[config.mk]
export PLATFORM = sky130hd
export DESIGN_NAME = diskemu_xfer_flat
export DESIGN_NICKNAME = d
export VERILOG_FILES = /design/src/rtl/diskemu_pkg.sv /design/src/rtl/diskemu_xfer_if.sv /design/src/rtl/diskemu_cnt.sv /design/src/rtl/diskemu_xfer.sv /design/src/flat_wrapper.sv
export SDC_FILE = /design/constraint.sdc
export NUM_CORES = 1
export LEC_CHECK = 0
export BUFFER_PORTS_ARGS = -buffer_cell sky130_fd_sc_hd__buf_2
export CAP_MARGIN = 20
export CORE_MARGIN = 4
export CORE_UTILIZATION = 56
export CTS_BUF_LIST = sky130_fd_sc_hd__clkbuf_2 sky130_fd_sc_hd__clkbuf_4 sky130_fd_sc_hd__clkbuf_8
export CTS_CLUSTER_SIZE = 8
export DETAILED_ROUTE_END_ITERATION = 8
export PLACE_DENSITY = 0.89
export SETUP_SLACK_MARGIN = 0.4
export SYNTH_ARGS = -nofsm -noshare
export SYNTH_HDL_FRONTEND = slang
export SYNTH_SLANG_ARGS = --single-unit
[constraint.sdc]
create_clock -name clk -period 3 [get_ports clk]
set_clock_uncertainty 0.05 [all_clocks]
set_input_delay 0.6 -clock clk [delete_from_list [all_inputs] [get_ports clk]]
set_output_delay 0.6 -clock clk [all_outputs]
set_load 0.01 [all_outputs]
[src/rtl/diskemu_pkg.sv]
// Shared types and default timing for the disk emulator EEPROM transfer sequencer.
package diskemu_pkg;

    typedef enum logic [2:0] {
        StIdle,
        StReq,
        StSetup,
        StStrobe,
        StHold,
        StWait,
        StDone
    } state_e;

    localparam int unsigned SetupCycDef = 2;
    localparam int unsigned PulseCycDef = 4;
    localparam int unsigned TwcCycDef   = 80000;
    localparam int unsigned GrantCycDef = 64;

    typedef struct packed {
        logic        wr;
        logic [14:0] addr;
        logic [7:0]  wdata;
    } cmd_t;

    // Counter width sized to the largest timing parameter.
    function automatic int unsigned cnt_width(int unsigned a, int unsigned b,
                                              int unsigned c, int unsigned d);
        int unsigned m;
        m = a;
        if (b > m) m = b;
        if (c > m) m = c;
        if (d > m) m = d;
        return (m < 2) ? 32'd1 : int'($clog2(m));
    endfunction

endpackage

[src/rtl/diskemu_xfer_if.sv]
// Command port from the Arduino logic plus the EEPROM/bus-glue signals of the transfer sequencer.
interface diskemu_xfer_if;
    logic        req;
    logic        wr;
    logic [14:0] addr;
    logic [7:0]  wdata;
    logic        ack;
    logic        err;
    logic        busy;
    logic [7:0]  rdata;
    logic        busreq;
    logic        grant;
    logic        ard_rw;
    logic        ard_een;
    logic [14:0] a_addr;
    logic [7:0]  d_out;
    logic        d_oe;
    logic [7:0]  d_in;

    modport slave (
        input  req, wr, addr, wdata, grant, d_in,
        output ack, err, busy, rdata, busreq, ard_rw, ard_een, a_addr, d_out, d_oe
    );

    modport master (
        output req, wr, addr, wdata, grant, d_in,
        input  ack, err, busy, rdata, busreq, ard_rw, ard_een, a_addr, d_out, d_oe
    );
endinterface

[src/rtl/diskemu_cnt.sv]
// Loadable down-counter that stops at zero; zero_o flags the terminal count.
module diskemu_cnt #(
    parameter int unsigned Width = 8
) (
    input  logic             clk_i,
    input  logic             reset_i,
    input  logic             load_i,
    input  logic [Width-1:0] load_val_i,
    output logic             zero_o
);
    logic [Width-1:0] cnt_q, cnt_d;

    always_comb begin
        cnt_d = cnt_q;
        if (load_i) begin
            cnt_d = load_val_i;
        end else if (cnt_q != '0) begin
            cnt_d = cnt_q - 1'b1;
        end
    end

    always_ff @(posedge clk_i) begin
        if (reset_i) cnt_q <= '0;
        else         cnt_q <= cnt_d;
    end

    assign zero_o = (cnt_q == '0);
endmodule

[src/rtl/diskemu_xfer.sv]
// Arduino-side EEPROM single-byte transfer sequencer: bus request, setup, strobe, write-cycle wait.
// Define DISKEMU_DATA_POLL_EN to replace the fixed write-cycle wait with bit-7 data polling.
module diskemu_xfer
    import diskemu_pkg::*;
#(
    parameter int unsigned SETUP_CYC = SetupCycDef,
    parameter int unsigned PULSE_CYC = PulseCycDef,
    parameter int unsigned TWC_CYC   = TwcCycDef,
    parameter int unsigned GRANT_CYC = GrantCycDef
) (
    input logic           clk,
    input logic           reset,
    diskemu_xfer_if.slave bus
);
    localparam int unsigned CntW = cnt_width(SETUP_CYC, PULSE_CYC, TWC_CYC, GRANT_CYC);
    localparam logic [CntW-1:0] GrantLd = CntW'(GRANT_CYC - 1);
    localparam logic [CntW-1:0] SetupLd = CntW'(SETUP_CYC - 1);
    localparam logic [CntW-1:0] PulseLd = CntW'(PULSE_CYC - 1);
    localparam logic [CntW-1:0] TwcLd   = CntW'(TWC_CYC - 1);

    state_e      state_q, state_d;
    cmd_t        cmd_q, cmd_d;
    logic [7:0]  rdata_q, rdata_d;
    logic        err_q, err_d, ack_q, ack_d, busy_q, busy_d, busreq_q, busreq_d;
    logic        een_q, een_d, rw_q, rw_d, doe_q, doe_d;
    logic [14:0] a_addr_q, a_addr_d;
    logic [7:0]  d_out_q, d_out_d;
    logic            cnt_load, cnt_zero;
    logic [CntW-1:0] cnt_val;

    diskemu_cnt #(.Width(CntW)) u_cnt (
        .clk_i      (clk),
        .reset_i    (reset),
        .load_i     (cnt_load),
        .load_val_i (cnt_val),
        .zero_o     (cnt_zero)
    );

`ifdef DISKEMU_DATA_POLL_EN
    // The phase counter times each poll; this one bounds the whole wait.
    logic poll_str_q, poll_str_d, tw_load, tw_zero;

    diskemu_cnt #(.Width(CntW)) u_tw_cnt (
        .clk_i      (clk),
        .reset_i    (reset),
        .load_i     (tw_load),
        .load_val_i (TwcLd),
        .zero_o     (tw_zero)
    );
`endif

    always_comb begin
        state_d  = state_q;
        cmd_d    = cmd_q;
        rdata_d  = rdata_q;
        err_d    = 1'b0;
        cnt_load = 1'b0;
        cnt_val  = SetupLd;
`ifdef DISKEMU_DATA_POLL_EN
        poll_str_d = poll_str_q;
        tw_load    = 1'b0;
`endif
        unique case (state_q)
            StIdle: begin
                if (bus.req) begin
                    cmd_d.wr    = bus.wr;
                    cmd_d.addr  = bus.addr;
                    cmd_d.wdata = bus.wdata;
                    state_d     = StReq;
                    cnt_load    = 1'b1;
                    cnt_val     = GrantLd;
                end
            end
            StReq: begin
                if (bus.grant) begin
                    state_d  = StSetup;
                    cnt_load = 1'b1;
                    cnt_val  = SetupLd;
                end else if (cnt_zero) begin
                    state_d = StDone;
                    err_d   = 1'b1;
                end
            end
            StSetup: begin
                if (!bus.grant) begin
                    state_d = StDone;
                    err_d   = 1'b1;
                end else if (cnt_zero) begin
                    state_d  = StStrobe;
                    cnt_load = 1'b1;
                    cnt_val  = PulseLd;
                end
            end
            StStrobe: begin
                if (!bus.grant) begin
                    state_d = StDone;
                    err_d   = 1'b1;
                end else if (cnt_zero) begin
                    if (!cmd_q.wr) rdata_d = bus.d_in;
                    state_d = StHold;
                end
            end
            StHold: begin
                if (!bus.grant) begin
                    state_d = StDone;
                    err_d   = 1'b1;
                end else if (cmd_q.wr) begin
                    state_d  = StWait;
                    cnt_load = 1'b1;
`ifdef DISKEMU_DATA_POLL_EN
                    cnt_val    = SetupLd;
                    poll_str_d = 1'b0;
                    tw_load    = 1'b1;
`else
                    cnt_val  = TwcLd;
`endif
                end else begin
                    state_d = StDone;
                end
            end
            StWait: begin
                if (!bus.grant) begin
                    state_d = StDone;
                    err_d   = 1'b1;
`ifdef DISKEMU_DATA_POLL_EN
                end else if (poll_str_q && cnt_zero && (bus.d_in[7] == cmd_q.wdata[7])) begin
                    state_d = StDone;
                end else if (tw_zero) begin
                    state_d = StDone;
                    err_d   = 1'b1;
                end else if (cnt_zero) begin
                    cnt_load   = 1'b1;
                    cnt_val    = poll_str_q ? SetupLd : PulseLd;
                    poll_str_d = !poll_str_q;
                end
`else
                end else if (cnt_zero) begin
                    state_d = StDone;
                end
`endif
            end
            StDone:  state_d = StIdle;
            default: state_d = StIdle;
        endcase
    end

    // Outputs are registered from the next state so they line up with the state they belong to.
    always_comb begin
        ack_d    = (state_d == StDone);
        busy_d   = (state_d != StIdle);
        busreq_d = state_d inside {StReq, StSetup, StStrobe, StHold, StWait};
        rw_d     = (state_d == StStrobe) && cmd_d.wr;
        een_d    = (state_d == StStrobe) && !cmd_d.wr;
`ifdef DISKEMU_DATA_POLL_EN
        een_d    = een_d || ((state_d == StWait) && poll_str_d);
`endif
        doe_d    = cmd_d.wr && (state_d inside {StSetup, StStrobe, StHold});
        a_addr_d = (state_d inside {StSetup, StStrobe, StHold, StWait}) ? cmd_d.addr : '0;
        d_out_d  = doe_d ? cmd_d.wdata : '0;
    end

    always_ff @(posedge clk) begin
        if (reset) begin
            state_q  <= StIdle;
            cmd_q    <= '0;
            rdata_q  <= '0;
            err_q    <= 1'b0;
            ack_q    <= 1'b0;
            busy_q   <= 1'b0;
            busreq_q <= 1'b0;
            een_q    <= 1'b0;
            rw_q     <= 1'b0;
            doe_q    <= 1'b0;
            a_addr_q <= '0;
            d_out_q  <= '0;
`ifdef DISKEMU_DATA_POLL_EN
            poll_str_q <= 1'b0;
`endif
        end else begin
            state_q  <= state_d;
            cmd_q    <= cmd_d;
            rdata_q  <= rdata_d;
            err_q    <= err_d;
            ack_q    <= ack_d;
            busy_q   <= busy_d;
            busreq_q <= busreq_d;
            een_q    <= een_d;
            rw_q     <= rw_d;
            doe_q    <= doe_d;
            a_addr_q <= a_addr_d;
            d_out_q  <= d_out_d;
`ifdef DISKEMU_DATA_POLL_EN
            poll_str_q <= poll_str_d;
`endif
        end
    end

    assign bus.ack    = ack_q;
    assign bus.err    = err_q;
    assign bus.busy   = busy_q;
    assign bus.rdata  = rdata_q;
    assign bus.busreq = busreq_q;
    assign bus.a_addr = a_addr_q;
    assign bus.d_out  = d_out_q;
    // Losing the bus must release the strobes and data drive without waiting for an edge.
    assign bus.ard_rw  = ~(rw_q & bus.grant);
    assign bus.ard_een = ~(een_q & bus.grant);
    assign bus.d_oe    = doe_q & bus.grant;
endmodule

[src/flat_wrapper.sv]
// flat-port wrapper written by rule: the top's interface ports become plain ports
module diskemu_xfer_flat import diskemu_pkg::*;
#(
    parameter int unsigned SETUP_CYC = SetupCycDef,
    parameter int unsigned PULSE_CYC = PulseCycDef,
    parameter int unsigned TWC_CYC   = TwcCycDef,
    parameter int unsigned GRANT_CYC = GrantCycDef
)
  (clk, reset, bus_req, bus_wr, bus_addr, bus_wdata, bus_grant, bus_d_in, bus_ack, bus_err, bus_busy, bus_rdata, bus_busreq, bus_ard_rw, bus_ard_een, bus_a_addr, bus_d_out, bus_d_oe);
  diskemu_xfer_if bus_i ();
  input logic clk;
  input logic reset;
  input wire logic [$bits(bus_i.req)-1:0] bus_req;
  input wire logic [$bits(bus_i.wr)-1:0] bus_wr;
  input wire logic [$bits(bus_i.addr)-1:0] bus_addr;
  input wire logic [$bits(bus_i.wdata)-1:0] bus_wdata;
  input wire logic [$bits(bus_i.grant)-1:0] bus_grant;
  input wire logic [$bits(bus_i.d_in)-1:0] bus_d_in;
  output wire logic [$bits(bus_i.ack)-1:0] bus_ack;
  output wire logic [$bits(bus_i.err)-1:0] bus_err;
  output wire logic [$bits(bus_i.busy)-1:0] bus_busy;
  output wire logic [$bits(bus_i.rdata)-1:0] bus_rdata;
  output wire logic [$bits(bus_i.busreq)-1:0] bus_busreq;
  output wire logic [$bits(bus_i.ard_rw)-1:0] bus_ard_rw;
  output wire logic [$bits(bus_i.ard_een)-1:0] bus_ard_een;
  output wire logic [$bits(bus_i.a_addr)-1:0] bus_a_addr;
  output wire logic [$bits(bus_i.d_out)-1:0] bus_d_out;
  output wire logic [$bits(bus_i.d_oe)-1:0] bus_d_oe;
  assign bus_i.req = bus_req;
  assign bus_i.wr = bus_wr;
  assign bus_i.addr = bus_addr;
  assign bus_i.wdata = bus_wdata;
  assign bus_i.grant = bus_grant;
  assign bus_i.d_in = bus_d_in;
  assign bus_ack = bus_i.ack;
  assign bus_err = bus_i.err;
  assign bus_busy = bus_i.busy;
  assign bus_rdata = bus_i.rdata;
  assign bus_busreq = bus_i.busreq;
  assign bus_ard_rw = bus_i.ard_rw;
  assign bus_ard_een = bus_i.ard_een;
  assign bus_a_addr = bus_i.a_addr;
  assign bus_d_out = bus_i.d_out;
  assign bus_d_oe = bus_i.d_oe;
  diskemu_xfer #(.SETUP_CYC(SETUP_CYC), .PULSE_CYC(PULSE_CYC), .TWC_CYC(TWC_CYC), .GRANT_CYC(GRANT_CYC)) u_core (.clk(clk), .reset(reset), .bus(bus_i));
endmodule
==> results of run 1 <==
## where the power goes
part / total, mW / switching, mW / internal (mW)
Clock: 0.736 / 0.416 / 0.319
Sequential: 1.47 / 0.187 / 1.29
Combinational: 1.44 / 0.881 / 0.562
## sequential cells by signal, summed over array words and instances, names as in the netlist
signal and cells:
u_core.bus.a_addr 15, u_core.bus.ack 1, u_core.bus.busreq 1, u_core.bus.busy 1
u_core.bus.d_out 8, u_core.bus.err 1, u_core.bus.rdata 8, u_core.cmd_q 24
u_core.doe_q 1, u_core.een_q 1, u_core.rw_q 1, u_core.state_q 3
u_core.u_cnt.cnt_q 17
## cell usage in the layout, fill, tap and decap left out, drive strengths merged, types with 6 or more instances in the layout
cell    Yosys  final
nor4        7      7
xnor2       9      9
a21oi      33     33
o21ai       9      9
buf         5     75
mux2i      19     19
inv         9     11
nor3        8      8
dfxtp      82     82
nand3       6      6
nor2b      14     14
clkbuf     18     10
nor2       44     44
nand2      49     49
## through the flow
step	cell area (um^2)	worst slack (ns)	cells	hold slack, ns
floorplan	3270	0.693	367	0.384
global placement	3650	0.679	491	0.390
detailed placement	3650	0.609	491	0.397
CTS	3830	0.588	507	0.411
global route	3830	0.436	507	0.433
finish	3830	0.580	507	0.410
## cell type report
class                      instances  share of cell area
multi-input combinational        253               0.393
tap                               72              0.0235
timing repair buffer              75              0.0992
inverter                           9             0.00881
sequential                        82               0.428
clock inverter                     6              0.0134
clock buffer                      10              0.0343
## worst min-delay path by stage
stage / startpoint / endpoint / slack, ns / cells past startpoint
6_report: u_core.cmd_q[17] / u_core.cmd_q[17] / 0.41 / 2
5_1_grt: u_core.cmd_q[12] / u_core.cmd_q[12] / 0.43 / 2
4_1_cts: u_core.cmd_q[13] / u_core.cmd_q[13] / 0.41 / 2
3_5_place_dp: u_core.cmd_q[13] / u_core.cmd_q[13] / 0.40 / 2
3_3_place_gp: u_core.cmd_q[11] / u_core.cmd_q[11] / 0.39 / 2
2_1_floorplan: u_core.cmd_q[10] / u_core.cmd_q[10] / 0.38 / 2
## critical path, stage by stage (launching register included)
cell and delay [ns]:
dfxtp_1 0.33, inv_1 0.11, ha_1 0.22, or4b_4 0.53, or4_4 0.58, nor2_8 0.20
mux2i_1 0.22, nor2_1 0.06
## per-layer routing
metal	vias up	share of wire	routed length, um
met3	12	0.066	474
met2	100	0.48	3410
met5	-	0	0
met4	0	0.015	104
met1	1286	0.44	3170
li1	1381	-	-
## cell families after synthesis
| group | synth area share |
|---|---|
| flip-flops | 0.502 |
| buffers and inverters | 0.0401 |
| AO/OA/AOI/OAI | 0.119 |
| AND/OR/NAND/NOR | 0.240 |
| XOR/XNOR | 0.0294 |
| adder cells (fa/ha/maj) | 0.00765 |
| multiplexers | 0.0616 |
==> impl_metrics.py, run 1 <==
metrics = {
    "grt": {
        "globalRouteMet3Util": 0.0500,
        "grt_first_pass_wirelength_um": 11900,
        "use_met2": 0.327,
        "antenna_violations_before_repair": 0,
        "first_global_vias": 2586,
        "grt_start_max_net_pins": 25,
        "gr-usage-met1": 0.268,
        "grt.overflow.total": 0,
        "grt.busiest_layer": "met2",
        "grtUsageTotal": 0.205,
    },
    "yosys": {
        "synthesis.area_per_instance_um2": 8.92,
        "post-synth-top-area-fraction": 0.502,
        "syn-num-nets": 405,
        "dominantRegCellSynth": "dfxtp_1",
        "synth_top_area_cell": "dfxtp_1",
        "synth_seq_area_share": 0.502,
        "synthesis.instances": 367,
        "ys_types": 49,
        "seq_cells_post_synth": 82,
        "synth-edff-count": 0,
        "synth_area_leaders": "dfxtp_1 (50%), mux2i_1 (5.8%), nand2_1 (5.6%)",
        "asyncSetResetFlopFracSynth": 0,
        "yosysMostFrequentCell": "dfxtp_1",
        "ys.warnings.count": 0,
        "synthesis.area_um2": 3270,
        "synth.cells.most_frequent": "dfxtp_1 (82), nand2_1 (49), nor2_1 (43)",
    },
    "drt": {
        "viasPerCell": 5.48,
        "wire_per_inst_um": 14.1,
        "ant_nets": 0,
        "detail_route.drc_violations": 0,
        "drt_iter0_drc": 285,
        "route.final.wire_length_um": 7170,
        "dr_total_vias": 2779,
        "drt_pass1_iterations": 5,
    },
    "setup_path": {
        "launch_point_of_the_worst_path": "u_core.u_cnt.cnt_q[0]",
        "crit_required_ns": 3.19,
        "rr_worst_depth": 7,
        "critical_path_endpoint_category": "register",
        "cp.arrival_ns": 2.61,
        "endpoint": "u_core.bus.rdata[5]",
        "critPathLaunchType": "register",
        "regToRegEndpoint": "u_core.bus.rdata[5]",
        "r2r-start": "u_core.u_cnt.cnt_q[0]",
        "worst-path-max-fanout": 8,
        "rrSetupSlack_ns": 0.58,
        "type_of_the_worst_setup_path": "register to register",
    },
    "timing": {
        "final_setup_violation_count": 0,
        "finalWorstPathRequiredPeriod_ns": 2.42,
        "finalHoldViolations": 0,
        "rsz_0062_raised_after_global_routing": "no",
        "tns_ns": 0,
        "slew_violations": 0,
        "fin_crit_sh": 0.807,
        "slew_headroom": 0.555,
        "worst_slew_pin_slew_ns": 0.667,
        "fmax_mhz": 413,
    },
    "floorplan": {
        "die_height_um": 84.4,
        "core.rowCount": 27,
        "io-pin-count": 74,
        "start_util": 0.587,
        "core_area_um2": 5570,
        "die_area_um2": 7130,
        "die_w_um": 84.4,
    },
    "cells_and_area": {
        "antenna_cells_inserted": 0,
        "n_fill_cell": 434,
        "final_net_count": 468,
        "final_core_util": 0.688,
        "area_growth_syn_to_layout_pct": 17.2,
        "multiInputGateArea_um2": 1510,
        "fraction_of_layout_instances_using_a_drive_strength_above_1": 0.228,
        "layout.area.seq_um2": 1640,
    },
    "clock_network": {
        "cts-htree-levels": 3,
        "hold_fix_buffers_at_cts": 0,
        "cts_root_buf": "clkbuf_8",
        "ctsResizeCount": 0,
        "tritoncts_num_sinks": 82,
        "post_cts_setup_repair_buffer_count": 0,
        "clkLatencyLatePin_ns": 0.36,
        "cts.path.max_buffers": 2,
        "clk_pin_slew_worst_paths_ns": 0.09,
        "cts_made_buffers": 9,
        "tritoncts": "built",
    },
    "power": {
        "ir_worst_vdd_v": 0.000673,
        "power.static_leakage_nw": 1.60,
        "design_power_total_mw": 3.65,
        "cellPowerDensity_nw_per_um2": 953,
    },
    "run_status": {
        "run_status": "finished clean",
    },
    "place": {
        "port_buffers": 73,
        "routabilityCongestion": 0.894,
        "dp.final_hpwl_um": 4970,
    },
    "flow_run": {
        "maxCapViolCount": 0,
    },
    "min_path": {
        "min_path_type": "register to register",
    },
}
No activity file was read; power rests on OpenSTA's default activity.
==> run 2: changes to the inputs <==
==> constraint.sdc (replaced) <==
create_clock -name clk -period 2.3 [get_ports clk]
set_clock_uncertainty 0.05 [all_clocks]
set_input_delay 0.46 -clock clk [delete_from_list [all_inputs] [get_ports clk]]
set_output_delay 0.46 -clock clk [all_outputs]
set_load 0.01 [all_outputs]
==> run 2 against run 1 <==
  * Total power grew 63%
  * Combinational power is 96% higher
  * Non-clock buffer count increased by 25
  * Sequential cell count did not move
  * Highest routed layer unchanged
  * Wire length increased by 26%
  * Cell count increased by 4.9%
==> impl_metrics.py, run 2 (synthesis gave the netlist of run 1 again) <==
metrics = {
    "place": {
        "dpl-instance-area_um2": 3760,
        "routabilityCongestion": 0.884,
        "dp.final_hpwl_um": 5440,
        "port_buffers": 73,
    },
    "floorplan": {
        "core_area_um2": 5570,
        "die_area_um2": 7130,
        "io-pin-count": 74,
        "start_util": 0.587,
        "die_w_um": 84.4,
        "core.rowCount": 27,
        "die_height_um": 84.4,
    },
    "cells_and_area": {
        "mostFrequentLayoutCell": "dfxtp_1",
        "final_net_count": 493,
        "fraction_of_layout_instances_using_a_drive_strength_above_1": 0.322,
        "flip_flop_count_of_the_largest_register_all_copies_and_words_added": 24,
        "max_flop_register": "u_core.cmd_q",
        "antenna_cells_inserted": 0,
        "final_core_util": 0.765,
        "multiInputGateArea_um2": 1660,
        "layout.cells.most_common_list": "dfxtp_1 (77), buf_2 (73), nand2_1 (49)",
        "final_cell_area_um2": 4270,
        "area_growth_syn_to_layout_pct": 30.4,
        "layout.area.seq_um2": 1650,
        "n_fill_cell": 349,
    },
    "setup_path": {
        "launch_point_of_the_worst_path": "u_core.u_cnt.cnt_q[0]",
        "r2r-start": "u_core.u_cnt.cnt_q[0]",
        "critPathLaunchType": "register",
        "rrSetupSlack_ns": 0.16,
        "total_buffers_and_inverters_traversed_by_the_critical_path": 1,
        "crit_path_cell_trace": "inv_2, ha_4, or4b_4, or4_4, nor2_8, mux2i_1, nor2_1",
        "rr_worst_depth": 7,
        "cp.arrival_ns": 2.32,
        "regToRegEndpoint": "u_core.bus.rdata[5]",
        "crit_required_ns": 2.49,
        "crit_family": "simple AND/OR/NAND/NOR gates",
        "critical_path.max_stage_delay_ns": 0.47,
        "type_of_the_worst_setup_path": "register to register",
        "critical_path_endpoint_category": "register",
        "slowest_stage": "or4_4",
        "worst-path-max-fanout": 8,
    },
    "grt": {
        "use_met2": 0.376,
        "grt.busiest_layer": "met2",
        "first_global_vias": 2953,
        "grt.overflow.total": 0,
        "grt_start_max_net_pins": 27,
        "grt_first_pass_wirelength_um": 13500,
        "gr-usage-met1": 0.286,
        "globalRouteMet3Util": 0.0628,
        "antenna_violations_before_repair": 0,
        "grtUsageTotal": 0.233,
    },
    "timing": {
        "worst_slew_pin_slew_ns": 0.530,
        "finalWorstPathRequiredPeriod_ns": 2.14,
        "fin_crit_sh": 0.929,
        "finalHoldViolations": 0,
        "rsz_0062_raised_after_global_routing": "yes",
        "slew_headroom": 0.647,
        "final_setup_violation_count": 0,
        "slew_violations": 0,
        "tns_ns": 0,
        "fmax_mhz": 468,
    },
    "drt": {
        "dr_total_vias": 3118,
        "drt_iter0_drc": 466,
        "route.final.wire_length_um": 9010,
        "viasPerCell": 5.86,
        "drt_pass1_iterations": 5,
        "wire_per_inst_um": 16.9,
        "ant_nets": 0,
        "detail_route.drc_violations": 0,
    },
    "power": {
        "power.static_leakage_nw": 1.79,
        "internal-power_mw": 3.56,
        "ir_worst_vdd_v": 0.000818,
        "netSwitchingFraction": 0.403,
        "power.share.sequential": 0.325,
        "clk_pwr_share": 0.201,
        "cellPowerDensity_nw_per_um2": 1400,
        "netSwitchingPower_mw": 2.40,
        "power.share.combinational": 0.474,
    },
    "clock_network": {
        "cts.path.max_buffers": 2,
        "clk_pin_slew_worst_paths_ns": 0.08,
        "clkLatencyLatePin_ns": 0.36,
        "tritoncts": "built",
        "cts_root_buf": "clkbuf_8",
        "cts-htree-levels": 3,
        "tritoncts_num_sinks": 82,
        "cts_made_buffers": 9,
    },
    "min_path": {
        "min_to": "u_core.bus.rdata[4]",
        "min_path_type": "primary input to register",
        "hp-start": "bus_d_in[4]",
        "whs_path_depth": 3,
    },
    "flow_run": {
        "maxCapViolCount": 0,
    },
    "run_status": {
        "run_status": "finished clean",
    },
}
run 2: changes by cell type in the layout (fill, tap and decap cells not counted), sizes merged:
cell | previous run | this run
buf | 75 | 100
bufinv | 0 | 2
clkinvlp | 3 | 1
run 2: through the flow:
stage               setup slack (ns)  hold WS [ns]  power, mW  cells
floorplan                      0.133         0.384       3.46    367
global placement               0.193         0.390       3.96    504
detailed placement             0.139         0.399       4.05    504
CTS                            0.170         0.286       5.43    524
global route                  0.0727         0.292       6.24    532
finish                         0.164         0.283       5.95    532
run 2: worst register-to-register path, delay by kind of cell, from the launching register on:
kind / cells / cell delay [ns]
buf+inv: 1 / 0.08
fa+ha+maj: 1 / 0.12
mux: 1 / 0.23
flops: 1 / 0.34
simple gates: 4 / 1.19
run 2: area by class of cell:
| type | instances | area share |
|---|---|---|
| clock inverters | 6 | 0.0226 |
| well taps | 72 | 0.0211 |
| inverters | 9 | 0.00792 |
| clock buffers | 10 | 0.0323 |
| multi-input cells | 253 | 0.388 |
| flip-flops and latches | 82 | 0.388 |
| repair buffers | 100 | 0.140 |
run 2: worst max path at each step:
stage	end	cells after the start
finish	u_core.bus.rdata[5]	7
floorplan	u_core.bus.rdata[0]	8
global route	u_core.bus.rdata[5]	7
detailed placement	u_core.bus.rdata[2]	7
CTS	u_core.bus.rdata[5]	7
global placement	u_core.bus.rdata[4]	7
run 2: power groups by stage:
stage,combinational [mW],clock (mW),sequential [mW]
final,2.82,1.20,1.93
after global routing,3.01,1.27,1.95
after CTS,2.33,1.20,1.89
after detailed placement,2.14,0,1.91
after global placement,2.06,0,1.90
after floorplan,1.59,0,1.87
run 2: layer usage:
layer,vias to the layer above,part of all wire
met1,1454,0.39
met3,48,0.084
met5,-,0
li1,1431,-
met2,185,0.49
met4,0,0.035
run 2: timing repair:
| action | in CTS | in global routing |
|---|---|---|
| hold endpoints to repair | 0 | 0 |
| gates cloned | 0 | 1 |
| resized for setup | 10 | 30 |
| hold buffers | 0 | 0 |
| buffers inserted | 4 | 7 |
| pin swaps | 3 | 15 |
| endpoints found under the setup margin | 24 | 59 |
==> run 3: changes to the inputs <==
--- a/config.mk
+++ b/config.mk
@@ -12,7 +12,7 @@
 export CTS_BUF_LIST = sky130_fd_sc_hd__clkbuf_2 sky130_fd_sc_hd__clkbuf_4 sky130_fd_sc_hd__clkbuf_8
 export CTS_CLUSTER_SIZE = 8
 export DETAILED_ROUTE_END_ITERATION = 8
-export PLACE_DENSITY = 0.89
+export PLACE_DENSITY = 0.83
 export SETUP_SLACK_MARGIN = 0.4
 export SYNTH_ARGS = -nofsm -noshare
 export SYNTH_HDL_FRONTEND = slang
==> run 3 against run 2 <==
  * Fmax rose by 1.1%
  * Critical path depth unchanged
  * Count of clock-buffer cells in the layout unchanged
  * Worst setup slack improved by 0.024 ns
  * Combinational power shrank 4%
  * Global-route usage fell by 1.7 points
  * Non-clock buffer count fell by 1
  * Highest routed layer unchanged
  * Cell count is 0.19% lower
  * Sequential cell count did not move
  * Sequential power about the same
  * Sequential share of layout area is 0.78 points higher
==> impl_metrics.py, run 3 (synthesis gave the netlist of run 1 again) <==
metrics = {
    "timing": {
        "final_setup_violation_count": 0,
        "tns_ns": 0,
        "slew_violations": 0,
        "finalHoldViolations": 0,
        "slew_headroom": 0.700,
        "finalWorstPathRequiredPeriod_ns": 2.11,
        "fmax_mhz": 473,
        "worst_slew_pin_slew_ns": 0.448,
        "fin_crit_sh": 0.918,
        "rsz_0062_raised_after_global_routing": "yes",
    },
    "grt": {
        "grt_start_max_net_pins": 31,
        "grtUsageTotal": 0.216,
        "grt_first_pass_wirelength_um": 12700,
        "first_global_vias": 2788,
        "grt.overflow.total": 0,
        "antenna_violations_before_repair": 0,
    },
    "power": {
        "power.share.combinational": 0.487,
        "ir_worst_vdd_v": 0.000795,
        "clk_pwr_share": 0.171,
        "power.share.sequential": 0.342,
        "cellPowerDensity_nw_per_um2": 1340,
        "design_power_total_mw": 5.57,
        "internal-power_mw": 3.28,
        "power.static_leakage_nw": 1.74,
        "netSwitchingPower_mw": 2.30,
        "netSwitchingFraction": 0.412,
    },
    "flow_run": {
        "maxCapViolCount": 0,
    },
    "setup_path": {
        "total_buffers_and_inverters_traversed_by_the_critical_path": 1,
        "cp.arrival_ns": 2.30,
        "type_of_the_worst_setup_path": "register to register",
        "slowest_stage": "or4_4",
        "crit_family": "simple AND/OR/NAND/NOR gates",
        "critPathLaunchType": "register",
        "critical_path.max_stage_delay_ns": 0.47,
        "critical_path_endpoint_category": "register",
        "crit_required_ns": 2.49,
        "worst-path-max-fanout": 8,
        "crit_path_cell_trace": "inv_2, ha_4, or4b_4, or4_4, nor2_8, mux2i_1, nor2_1",
    },
    "clock_network": {
        "tritoncts": "built",
        "clk_pin_slew_worst_paths_ns": 0.08,
        "tritoncts_num_sinks": 82,
        "cts.path.max_buffers": 2,
        "cts_root_buf": "clkbuf_8",
        "clkLatencyLatePin_ns": 0.36,
        "hold_fix_buffers_at_cts": 0,
        "cts-htree-levels": 3,
        "cts_made_buffers": 9,
    },
    "cells_and_area": {
        "max_flop_register": "u_core.cmd_q",
        "mostFrequentLayoutCell": "dfxtp_1",
        "layout.cells.most_common_list": "dfxtp_1 (78), buf_2 (73), nand2_1 (49)",
        "final_cell_area_um2": 4170,
        "antenna_cells_inserted": 0,
        "area_growth_syn_to_layout_pct": 27.5,
        "flip_flop_count_of_the_largest_register_all_copies_and_words_added": 24,
        "fraction_of_layout_instances_using_a_drive_strength_above_1": 0.320,
        "final_net_count": 492,
    },
    "drt": {
        "detail_route.drc_violations": 0,
        "drt_iter0_drc": 389,
        "ant_nets": 0,
        "dr_total_vias": 2993,
        "route.final.wire_length_um": 8310,
        "drt_pass1_iterations": 6,
        "viasPerCell": 5.64,
        "wire_per_inst_um": 15.6,
    },
    "place": {
        "dp.final_hpwl_um": 5110,
        "routabilityCongestion": 0.926,
        "port_buffers": 73,
        "dpl-instance-area_um2": 3760,
    },
    "floorplan": {
        "die_w_um": 84.4,
        "die_area_um2": 7130,
        "start_util": 0.587,
        "core.rowCount": 27,
        "io-pin-count": 74,
        "die_height_um": 84.4,
        "core_area_um2": 5570,
    },
    "min_path": {
        "min_path_type": "primary input to register",
    },
    "run_status": {
        "run_status": "finished clean",
    },
}
## run 3: changes by cell type in the layout (fill, tap and decap cells not counted), sizes merged
cell,previous run,this run
clkinvlp,1,4
clkinv,1,0
bufinv,2,0
buf,100,99
## run 3: area by class of cell
type / instances / area, um^2
sequential: 82 / 1650
fill: 387 / 1400
clock inverter: 6 / 50.0
clock buffer: 10 / 131
tap: 72 / 90.1
multi-input combinational: 253 / 1640
inverter: 9 / 33.8
timing repair buffer: 99 / 576
## run 3: power by group through the flow
stage / registers [mW] / logic (mW) / clock network [mW]
floorplan: 1.87 / 1.59 / 0
global placement: 1.89 / 2.06 / 0
detailed placement: 1.90 / 2.11 / 0
CTS: 1.87 / 2.26 / 0.963
global route: 1.94 / 2.95 / 1.04
finish: 1.91 / 2.72 / 0.951
## run 3: worst reg2reg max path: stages (launching register included)
cell	delay (ns)
dfxtp_2	0.34
inv_2	0.07
ha_4	0.13
or4b_4	0.46
or4_4	0.47
nor2_8	0.20
mux2i_1	0.22
nor2_1	0.06
## run 3: repair_timing
action / in CTS / in global routing
setup buffers: 4 / 8
pin swaps: 2 / 13
setup endpoints to repair: 25 / 57
resized for setup: 7 / 26
## run 3: final timing paths
path	startpoint	endpoint	depth (start not counted)	slack (ns)
min	bus_d_in[6]	u_core.bus.rdata[6]	3	0.29
max	u_core.u_cnt.cnt_q[1]	u_core.bus.rdata[3]	7	0.19
min reg2reg	u_core.cmd_q[16]	u_core.cmd_q[16]	2	0.41
max reg2reg	u_core.u_cnt.cnt_q[1]	u_core.bus.rdata[3]	7	0.19
## run 3: stage by stage
stage / utilization / hold WS (ns) / std cells / setup WS [ns]
after floorplan: - / 0.384 / 367 / 0.133
after detailed placement: 0.674 / 0.400 / 503 / 0.125
after CTS: 0.718 / 0.285 / 523 / 0.185
after global routing: 0.748 / 0.297 / 531 / 0.108
final: 0.748 / 0.291 / 531 / 0.187
after global placement: 0.674 / 0.391 / 503 / 0.201
## run 3: metal layers
layer	GRT usage	vias to the layer above	routed length (um)
li1	-	1428	-
met5	0	-	0
met2	0.326	152	3890
met1	0.282	1388	3410
met3	0.0667	25	748
met4	0.106	0	256
